==> src/rtl/mod_2011_residue_accumulator_if.sv <==
// Handshake bundle for the mod-2011 residue accumulator.
//
// Input side (residue word stream, upstream -> accumulator):
//   in_valid  : upstream word valid
//   in_data   : 11-bit residue word, 0..2047
//   in_ready  : accumulator accepts in_data this cycle
// Output side (reduced result, accumulator -> downstream):
//   out_valid : result valid
//   out_data  : accumulated residue, 0..2010 while out_valid=1
//   out_ready : downstream accepts the result
//
// master : the side that drives the word stream and consumes results
// slave  : the accumulator itself
interface mod_2011_residue_accumulator_if;
    logic        in_valid;
    logic [10:0] in_data;
    logic        in_ready;
    logic        out_valid;
    logic [10:0] out_data;
    logic        out_ready;

    modport master (
        output in_valid,
        output in_data,
        output out_ready,
        input  in_ready,
        input  out_valid,
        input  out_data
    );

    modport slave (
        input  in_valid,
        input  in_data,
        input  out_ready,
        output in_ready,
        output out_valid,
        output out_data
    );
endinterface

==> src/rtl/mod_2011_residue_accumulator.sv <==
// Sequential sink for the chunk-residue stream of the mod-2011 modular
// multiplication datapath. Accepts one 11-bit residue word per cycle,
// folds it into a running residue modulo 2011, and after NUM_CHUNKS words
// presents the fully reduced result (0..2010) until it is consumed.
//
// Parameters:
//   NUM_CHUNKS : words summed per result, 1..255
// Ports:
//   clk    : rising-edge clock
//   rst_n  : synchronous active-low reset
//   bus    : handshake bundle (slave side), see the interface file
//   busy   : a partial sum is in progress or a result is pending
module mod_2011_residue_accumulator #(
    parameter int unsigned NUM_CHUNKS = 4
) (
    input  logic                                clk,
    input  logic                                rst_n,
    mod_2011_residue_accumulator_if.slave       bus,
    output logic                                busy
);

    localparam int unsigned CW = $clog2(NUM_CHUNKS + 1);
    localparam logic [11:0] MOD1 = 12'd2011;
    localparam logic [11:0] MOD2 = 12'd4022;
    localparam logic [CW-1:0] LAST = CW'(NUM_CHUNKS - 1);

    if (NUM_CHUNKS < 1 || NUM_CHUNKS > 255) begin : g_bad_param
        $error("NUM_CHUNKS must be within 1..255");
    end

    typedef enum logic {
        ST_ACC,
        ST_OUT
    } state_t;

    state_t          state;
    state_t          state_nx;
    logic [10:0]     acc;
    logic [10:0]     acc_nx;
    logic [CW-1:0]   cnt;
    logic [CW-1:0]   cnt_nx;
    logic [11:0]     sum;
    logic [10:0]     folded;

    // acc <= 2010 and in_data <= 2047, so the sum is at most 4057 < 3*2011;
    // at most two subtractions bring it back into 0..2010.
    always_comb begin
        sum = {1'b0, acc} + {1'b0, bus.in_data};
        if (sum >= MOD2) begin
            folded = 11'(sum - MOD2);
        end else if (sum >= MOD1) begin
            folded = 11'(sum - MOD1);
        end else begin
            folded = sum[10:0];
        end
    end

    always_ff @(posedge clk) begin
        if (!rst_n) begin
            state <= ST_ACC;
            acc   <= '0;
            cnt   <= '0;
        end else begin
            state <= state_nx;
            acc   <= acc_nx;
            cnt   <= cnt_nx;
        end
    end

    // in_ready depends only on state, so out_ready never reaches it
    // combinationally and no word is accepted in the consume cycle.
    always_comb begin
        state_nx      = state;
        acc_nx        = acc;
        cnt_nx        = cnt;
        bus.in_ready  = 1'b0;
        bus.out_valid = 1'b0;
        case (state)
            ST_ACC: begin
                bus.in_ready = 1'b1;
                if (bus.in_valid) begin
                    acc_nx = folded;
                    cnt_nx = cnt + CW'(1);
                    if (cnt == LAST) begin
                        state_nx = ST_OUT;
                    end
                end
            end
            ST_OUT: begin
                bus.out_valid = 1'b1;
                if (bus.out_ready) begin
                    acc_nx   = '0;
                    cnt_nx   = '0;
                    state_nx = ST_ACC;
                end
            end
            default: begin
                state_nx = ST_ACC;
            end
        endcase
    end

    // acc is frozen while in ST_OUT, which keeps out_data stable.
    assign bus.out_data = acc;
    assign busy         = (state == ST_OUT) || (cnt != '0);

endmodule

==> src/flat_wrapper.sv <==
// flat-port wrapper written by rule: the top's interface ports become plain ports
module mod_2011_residue_accumulator_flat 
#(
    parameter int unsigned NUM_CHUNKS = 4
)
  (clk, rst_n, busy, bus_in_valid, bus_in_data, bus_out_ready, bus_in_ready, bus_out_valid, bus_out_data);
  mod_2011_residue_accumulator_if bus_i ();
  input  logic clk;
  input  logic rst_n;
  output logic busy;
  input wire logic [$bits(bus_i.in_valid)-1:0] bus_in_valid;
  input wire logic [$bits(bus_i.in_data)-1:0] bus_in_data;
  input wire logic [$bits(bus_i.out_ready)-1:0] bus_out_ready;
  output wire logic [$bits(bus_i.in_ready)-1:0] bus_in_ready;
  output wire logic [$bits(bus_i.out_valid)-1:0] bus_out_valid;
  output wire logic [$bits(bus_i.out_data)-1:0] bus_out_data;
  assign bus_i.in_valid = bus_in_valid;
  assign bus_i.in_data = bus_in_data;
  assign bus_i.out_ready = bus_out_ready;
  assign bus_in_ready = bus_i.in_ready;
  assign bus_out_valid = bus_i.out_valid;
  assign bus_out_data = bus_i.out_data;
  mod_2011_residue_accumulator #(.NUM_CHUNKS(NUM_CHUNKS)) u_core (.clk(clk), .rst_n(rst_n), .bus(bus_i), .busy(busy));
endmodule
==> config.mk <==
export PLATFORM = sky130hd
export DESIGN_NAME = mod_2011_residue_accumulator_flat
export DESIGN_NICKNAME = d
export VERILOG_FILES = /design/src/rtl/mod_2011_residue_accumulator_if.sv /design/src/rtl/mod_2011_residue_accumulator.sv /design/src/flat_wrapper.sv
export SDC_FILE = /design/constraint.sdc
export NUM_CORES = 1
export LEC_CHECK = 0
export ABC_AREA = 1
export CORE_MARGIN = 5
export CORE_UTILIZATION = 45
export DETAILED_ROUTE_END_ITERATION = 12
export PLACE_DENSITY_LB_ADDON = 0.1
export SLEW_MARGIN = 5
export SYNTH_ARGS = -nofsm -noshare
export SYNTH_HDL_FRONTEND = slang
export SYNTH_SLANG_ARGS = --single-unit
==> constraint.sdc <==
create_clock -name clk -period 3.6 [get_ports clk]
set_input_delay 0.72 -clock clk [delete_from_list [all_inputs] [get_ports clk]]
set_output_delay 0.72 -clock clk [all_outputs]
set_load 0.005 [all_outputs]
[Yosys cells after proc, flatten, opt, wreduce, memory -nomap -nowiden]
Index checks and enable logic that the tools add are counted.
Cells by class
  multiplexer cells: 14
  equality and inequality tests: 3
  add/sub/neg operators: 4
  reductions and logical operators: 3
  bitwise logic cells: 1
  $lt $le $gt $ge: 2
Operator list (number)
  11-bit two-way mux: 4
  11-bit case mux with 2 select lines: 1
  11-bit subtractor (second input constant): 2
  11-bit by 11-bit adder with 12-bit output: 1
  12-bit by 11-bit >= comparator with 1-bit output (second input constant): 1
  12-bit >= comparator (second input constant): 1
  3-bit two-way mux: 2
  3-bit case mux with 2 select lines: 1
  1-bit two-way mux: 5
  2-bit != test (second input constant): 2
  3-bit by 1-bit adder with 3-bit output (second input constant): 1
  3-bit by 2-bit equality test with 1-bit output (second input constant): 1
  3-bit nonzero test: 1
  1-bit case mux with 2 select lines: 1
  2-bit AND reduction: 1
  1-bit logical OR: 1
  1-bit NOT: 1
Word-level totals
  output and inout bits: 14
  input port bits: 15
  register bits after elaboration: 15
  word-level logic and storage cells: 30

[Depth between registers and ports, before layout]
Gate-level depths: netlist of the first run.
  depth after elaboration: 6
  mapped depth: 19
  depth with buffers taken out: 19

[Least setup slack after synthesis of the first run]
Ideal clock, no wire load.
  path kind: input -> register
  from: input port bus_in_data[0]
  to: register u_core.acc[5] (netlist: u_core.bus.out_data[5])
  data arrival time: 2657 ps
  setup slack: 810 ps
  library setup time: 132 ps
  data required time: 3468 ps
  stages: 16
  buffers on the path: 1
  cell sequence: ha_1 fa_1 ha_1 inv_1 nand2_1 nand2_1 nor2_1 nor2_2 nor2_2 nand2_1 nand2_2 buf_6 o21ai_1 nand2_1 nand3_1 a21oi_1
Between the ends
  word-level cells in the longest chain between the ends: 6
  elaborated cells between the ends (all ways): 9
  those cells by class: add/sub: 3; order compare: 2; mux: 4
Ends and longest elaborated chain
  start: declaration: line flat_wrapper.sv:12  | input wire logic [$bits(bus_i.in_data)-1:0] bus_in_data;
  11-bit by 11-bit adder with 12-bit output (*): line mod_2011_residue_accumulator.sv:48  | sum = {1'b0, acc} + {1'b0, bus.in_data};
  11-bit subtractor / 12-bit by 11-bit >= comparator with 1-bit output (equally long branches): line mod_2011_residue_accumulator.sv:52, mod_2011_residue_accumulator.sv:51
  11-bit two-way mux: line mod_2011_residue_accumulator.sv:51  | end else if (sum >= MOD1) begin
  11-bit two-way mux (*): line mod_2011_residue_accumulator.sv:49  | if (sum >= MOD2) begin
  11-bit two-way mux (*): line mod_2011_residue_accumulator.sv:81  | if (bus.in_valid) begin
  11-bit case mux with 2 select lines (*): line mod_2011_residue_accumulator.sv:78  | case (state)
  end signal: assignment: line mod_2011_residue_accumulator.sv:65  | acc <= acc_nx;
  end: declaration: line mod_2011_residue_accumulator.sv:38  | logic [10:0] acc;
Mark *: on every way between the ends. The rest lies on a longest branch, timed or not. The select of a mux whose other input is x is not followed.
A chain may end at the register's enable or synchronous reset.

[Worst setup path after layout of the first run]
  from: input port bus_in_data[0]
  to: register u_core.acc[8] (netlist: u_core.bus.out_data[8])
Same word-level chain as after synthesis.

==> results of run 1 <==
-- what timing repair did --
action                                 4_1_cts  5_1_grt
endpoints found under the hold margin        0        0
buffers inserted                             0        0
setup endpoints to repair                    0        7
resized for setup                            0        3
-- area by class of cell --
cell class              instances  area share, %
inverters                      40           6.77
clock buffers                   4           2.03
well taps                      50           2.82
repair buffers                 35           15.0
flip-flops and latches         15           13.5
multi-input cells             240           59.8
-- per-stage QoR --
step	total power, mW	utilization, %	instances	hold slack, ns
6_report	1.26	56.3	384	0.486
3_5_place_dp	1.10	54.7	380	0.476
2_1_floorplan	0.868	-	301	0.447
5_1_grt	1.41	56.3	384	0.506
4_1_cts	1.25	55.8	384	0.487
3_3_place_gp	1.10	54.7	380	0.466
-- cell usage in the layout (no fill, tap or decap) --
cell and count:
clkdlybuf4s50_1 28, or2_2 1, o21ai_1 9, nand2_1 100
o22ai_1 1, nor2_1 17, inv_1 36, xor2_1 5
nand2_2 7, clkbuf_8 3, nand3_2 2, nand3_4 1
dfxtp_1 15, xor2_2 1, buf_4 7, or2_1 1
nor2_2 3, o21ai_0 3, xnor2_1 3, clkbuf_1 1
ha_1 18, nand4_1 5, a21oi_1 20, nor2_4 1
nand3_1 28, o211ai_1 3, inv_2 3, clkinv_1 1
o21bai_1 5, a21oi_2 1, nor3_1 3, nand2_4 1
fa_1 1
-- synthesized netlist by cell type --
cell      instances  area [um2]
xnor2_1           3        26.3
buf_2             1        5.00
or2_2             1        6.26
clkbuf_1          3        11.3
ha_1             18         225
a21oi_1          20         100
o21ai_0           3        15.0
inv_2             3        11.3
clkinv_1          1        3.75
nand3_2           3        30.0
inv_1            36         135
dfxtp_1          15         300
buf_6             2        22.5
xor2_1            5        43.8
o21bai_1          5        37.5
o211ai_1          3        22.5
nor2_1           17        63.8
nand3_1          28         140
a21oi_2           1        8.76
nor2_2            4        25.0
or2_1             1        6.26
nand2_1         100         375
nand4_1           5        31.3
fa_1              1        20.0
nor3_1            3        15.0
nand2_2           8        50.1
o21ai_1           9        45.0
xor2_2            1        16.3
o22ai_1           1        6.26
-- path summary, 6_finish.rpt --
path | slack [ns] | end | start | depth (start not counted)
max | 0.38 | u_core.bus.out_data[8] | bus_in_data[0] | 19
min | 0.49 | u_core.cnt[1] | u_core.cnt[1] | 2
max reg2reg | 0.91 | u_core.bus.out_data[8] | u_core.bus.out_data[0] | 18
min reg2reg | 0.49 | u_core.cnt[1] | u_core.cnt[1] | 2
-- worst max-delay path, cell delays in order --
cell	delay (ns)
clkdlybuf4s50_1	0.41
ha_1	0.23
fa_1	0.41
nand2_1	0.10
nand2_1	0.11
nand3_1	0.11
nand2_2	0.10
nand2_1	0.10
nand2_1	0.05
nand2_1	0.05
nand2_1	0.11
nor2_4	0.18
nand2_1	0.11
nand2_4	0.19
nand2_1	0.09
o21ai_1	0.08
nand2_1	0.06
nand3_1	0.07
a21oi_1	0.06
-- logic make-up (layout without fill, tap and decap cells) --
kind of cell | count (synthesis) | count (layout) | share of synthesized area (%)
compound gates | 42 | 42 | 13.1
xor+xnor | 9 | 9 | 4.80
fa+ha+maj | 19 | 19 | 13.6
buf+inv | 46 | 79 | 10.5
flops | 15 | 15 | 16.7
simple gates | 170 | 170 | 41.3
-- sequential cells by signal, indices dropped and copies added, names as in the netlist --
name	count
u_core.bus.out_data	11
u_core.cnt	3
u_core.state	1
-- layer usage --
| metal | routed length, um | vias to the layer above | track usage [%] | share of wire, % |
|---|---|---|---|---|
| li1 | - | 1033 | - | - |
| met1 | 2300 | 859 | 24.6 | 51 |
| met2 | 2040 | 32 | 29.9 | 45 |
| met3 | 173 | 2 | 1.65 | 3.8 |
| met4 | 17 | 0 | 3.69 | 0.38 |
| met5 | 0 | - | 0 | 0 |
-- power by group through the flow --
stage | logic, mW | clock network [mW] | registers [mW]
after detailed placement | 0.870 | 0 | 0.234
after CTS | 0.878 | 0.145 | 0.231
after global routing | 1.02 | 0.152 | 0.235
after floorplan | 0.642 | 0 | 0.226
after global placement | 0.866 | 0 | 0.234
final | 0.890 | 0.142 | 0.230
==> impl_metrics.tcl, run 1 <==
set metrics [dict create \
    die_x_um 73.2 \
    cap_viol_max_count 0 \
    row_count 23 \
    period_needed_ns 3.22 \
    end_kind "flop" \
    peakVddDrop_uv 241 \
    clock_latency_ns 0.25 \
    hpwlAfterDp_mm 3.59 \
    grt_pass1_vias 1786 \
    tightest_slew_ns 0.469 \
    initial_core_util_pct 45.6 \
    synth_cell_types 29 \
    dp_slack_ns 0.0462 \
    overflow 0 \
    crit_path_max_fanout 20 \
    p_per_area_nw_per_um2 569 \
    ys_ff_latch 15 \
    comb_power_share_pct 70.5 \
    coreArea_um2 3940 \
    drc 0 \
    synth_area_per_cell_um2 5.98 \
    dr.first_iter.drc_count 78 \
    seq_power_share_pct 18.2 \
    finalMaxSlewViolations 0 \
    ys_seq_area_share_pct 16.7 \
    synthCells 301 \
    antenna_found_initial 0 \
    grt_usage_pct 17.8 \
    rsz0062_at_grt "false" \
    cts.path.max_buffers 2 \
    slew_headroom_pct 68.7 \
    path_clk_slew_ns 0.06 \
    cts_tree "yes" \
    place.gp.congestion 0.818 \
    clkPwrFrac_pct 11.3 \
    die-height_um 73.2 \
    synth_warnings 0 \
    cp.required_ns 3.72 \
    setup_slack_ns 0.380 \
    setup_tns_ns 0 \
    wl_per_cell_um 11.8 \
    via_per_inst 5.02 \
    final_nets 369 \
    cts-buffers-inserted 3 \
    start_kind "input port" \
    n_fill_cell 417 \
    io_buffers 28 \
    post-route-period-util_pct 89.4 \
    cts.sinks 15 \
    worstPathArrival_ns 3.34 \
    switching_share_pct 49.1 \
    setup_viol 0 \
    p_leak_nw 1.11 \
    drt_pass1_iterations 6 \
    ios 29 \
    antenna_left 0 \
    hold_viol 0 \
    route.vias.total 1926 \
    drive_gt1_share_pct 9.28 \
    fmax_mhz 311 \
    seq_area_um2 300 \
    syn_nets 335 \
    cts.htree.levels 1 \
    holdCritPathClass "reg -> reg" \
    switchingPower_uw 619 \
    multi_input_area_um2 1330 \
    area_growth_pct 23.3 \
    fin_area_um2 2220 \
    skew_ns 0.00318 \
    crit_type "in -> reg" \
    grt_max_degree 21 \
    status "finished, final reports clean" \
    intPower_uw 643 \
    hold_buffers 0 \
    die_area_um2 5360 \
    netlist_area_um2 1800 \
    cts-root-buf "clkbuf_8" \
    dpl_cell_area_um2 2160 \
    grt_pass1_wl_mm 7.69 \
    wl_mm 4.53 \
    num_antenna_cells 0 \
]
No activity file was read; power rests on OpenSTA's default activity.
==> run 2, diff against run 1 <==
--- a/config.mk
+++ b/config.mk
@@ -9,6 +9,7 @@
 export CORE_MARGIN = 5
 export CORE_UTILIZATION = 45
 export DETAILED_ROUTE_END_ITERATION = 12
+export DONT_BUFFER_PORTS = 1
 export PLACE_DENSITY_LB_ADDON = 0.1
 export SLEW_MARGIN = 5
 export SYNTH_ARGS = -nofsm -noshare
==> impl_metrics.tcl, run 2 (synthesized netlist as in run 1, its figures left out) <==
set metrics [dict create \
    grt_max_degree 21 \
    cts.path.max_buffers 2 \
    route.vias.total 1774 \
    die_x_um 73.2 \
    initial_core_util_pct 45.6 \
    num_antenna_cells 0 \
    fmax_mhz 340 \
    coreArea_um2 3940 \
    setup_tns_ns 0 \
    end_kind "flop" \
    place.gp.congestion 0.876 \
    via_per_inst 5.07 \
    holdCritPathClass "reg -> reg" \
    post-route-period-util_pct 81.6 \
    dr.first_iter.drc_count 65 \
    grt_pass1_vias 1582 \
    status "finished, final reports clean" \
    cap_viol_max_count 0 \
    p_per_area_nw_per_um2 610 \
    drive_gt1_share_pct 8.67 \
    final_cell_mix "100 x nand2_1, 36 x inv_1, 28 x nand3_1" \
    worstPathArrival_ns 3.06 \
    post_cts_resized 0 \
    row_count 23 \
    drt_pass1_iterations 5 \
    path_clk_slew_ns 0.07 \
    wl_per_cell_um 12.7 \
    cts.sinks 15 \
    die_area_um2 5360 \
    area_growth_pct 4.31 \
    period_needed_ns 2.94 \
    crit_type "in -> reg" \
    hold_buffers 0 \
    dpl_cell_area_um2 1830 \
    tightest_slew_ns 0.477 \
    cts.htree.levels 1 \
    drc 0 \
    grt_usage_pct 17.4 \
    die-height_um 73.2 \
    start_kind "input port" \
    slew_headroom_pct 68.2 \
    final_nets 335 \
    cp.required_ns 3.72 \
    antenna_found_initial 0 \
    antenna_left 0 \
    hpwlAfterDp_mm 3.57 \
    cts_tree "yes" \
    setup_viol 0 \
    overflow 0 \
    skew_ns 0.00404 \
    layout_commonest_cell "nand2_1" \
    rrSetupSlack_ns 0.73 \
    cts-root-buf "clkbuf_8" \
    postCtsSetupBuffers 0 \
    hold_viol 0 \
    crit_path_max_fanout 16 \
    fin_area_um2 1880 \
    cts-buffers-inserted 3 \
    largest_reg_flops 11 \
    wl_mm 4.45 \
    clock_latency_ns 0.25 \
    ios 29 \
    grt_pass1_wl_mm 7.33 \
    rsz0062_at_grt "false" \
    io_buffers 0 \
    p_leak_nw 0.979 \
    finalMaxSlewViolations 0 \
    peakVddDrop_uv 221 \
]
run 2: cell types whose count changed in the layout (fill, tap and decap cells not counted), sizes merged:
cell           delta
clkdlybuf4s50    -28
clkinv            +1
clkbuf            -1
buf               -6
run 2: layer usage:
metal  track usage (%)  up-vias  wire [um]
li1                  -      971          -
met1              24.6      755       2160
met2              27.0       43       2000
met3              2.89        5        251
met4              4.71        0         42
met5                 0        -          0
run 2: final timing paths:
path | end | cells after the start | start
worst max-delay path | u_core.bus.out_data[7] | 15 | bus_in_data[0]
worst min-delay path | u_core.cnt[1] | 2 | u_core.cnt[1]
worst max register to register | u_core.bus.out_data[7] | 15 | u_core.bus.out_data[0]
worst min register to register | u_core.cnt[1] | 2 | u_core.cnt[1]
run 2: cell type report:
| type | instances | area, um2 |
|---|---|---|
| tap | 50 | 62.6 |
| clock inverter | 1 | 5.00 |
| inverter | 40 | 150 |
| clock buffer | 3 | 41.3 |
| fill | 421 | 2070 |
| multi-input combinational | 240 | 1310 |
| sequential | 15 | 300 |
| timing repair buffer | 1 | 7.51 |
run 2: report_power, final:
part | switching [mW] | internal [mW] | total [mW] | leakage, nW
logic | 0.497 | 0.272 | 0.768 | 0.830
registers | 0.0393 | 0.197 | 0.237 | 0.123
clock network | 0.0629 | 0.0767 | 0.140 | 0.0255
run 2: worst max-delay path, stage by stage:
cell	delay, ns
ha_1	0.20
fa_1	0.41
nand2_1	0.11
nand2_1	0.11
nand3_1	0.10
nand2_2	0.10
nand2_1	0.10
nand2_1	0.05
nand2_1	0.05
nand2_1	0.09
nor2_2	0.23
nand3_2	0.32
o21bai_1	0.30
nand3_1	0.09
a21oi_1	0.07
run 2: metrics by stage:
step	hold WS [ns]	total power, mW	cells	utilization, %	worst slack, ns
3_5_place_dp	0.479	1.00	346	46.4	0.396
2_1_floorplan	0.447	0.868	301	-	0.810
3_3_place_gp	0.475	1.00	346	46.4	0.407
4_1_cts	0.488	1.15	350	47.6	0.653
5_1_grt	0.512	1.28	350	47.6	0.402
6_report	0.484	1.14	350	47.6	0.662
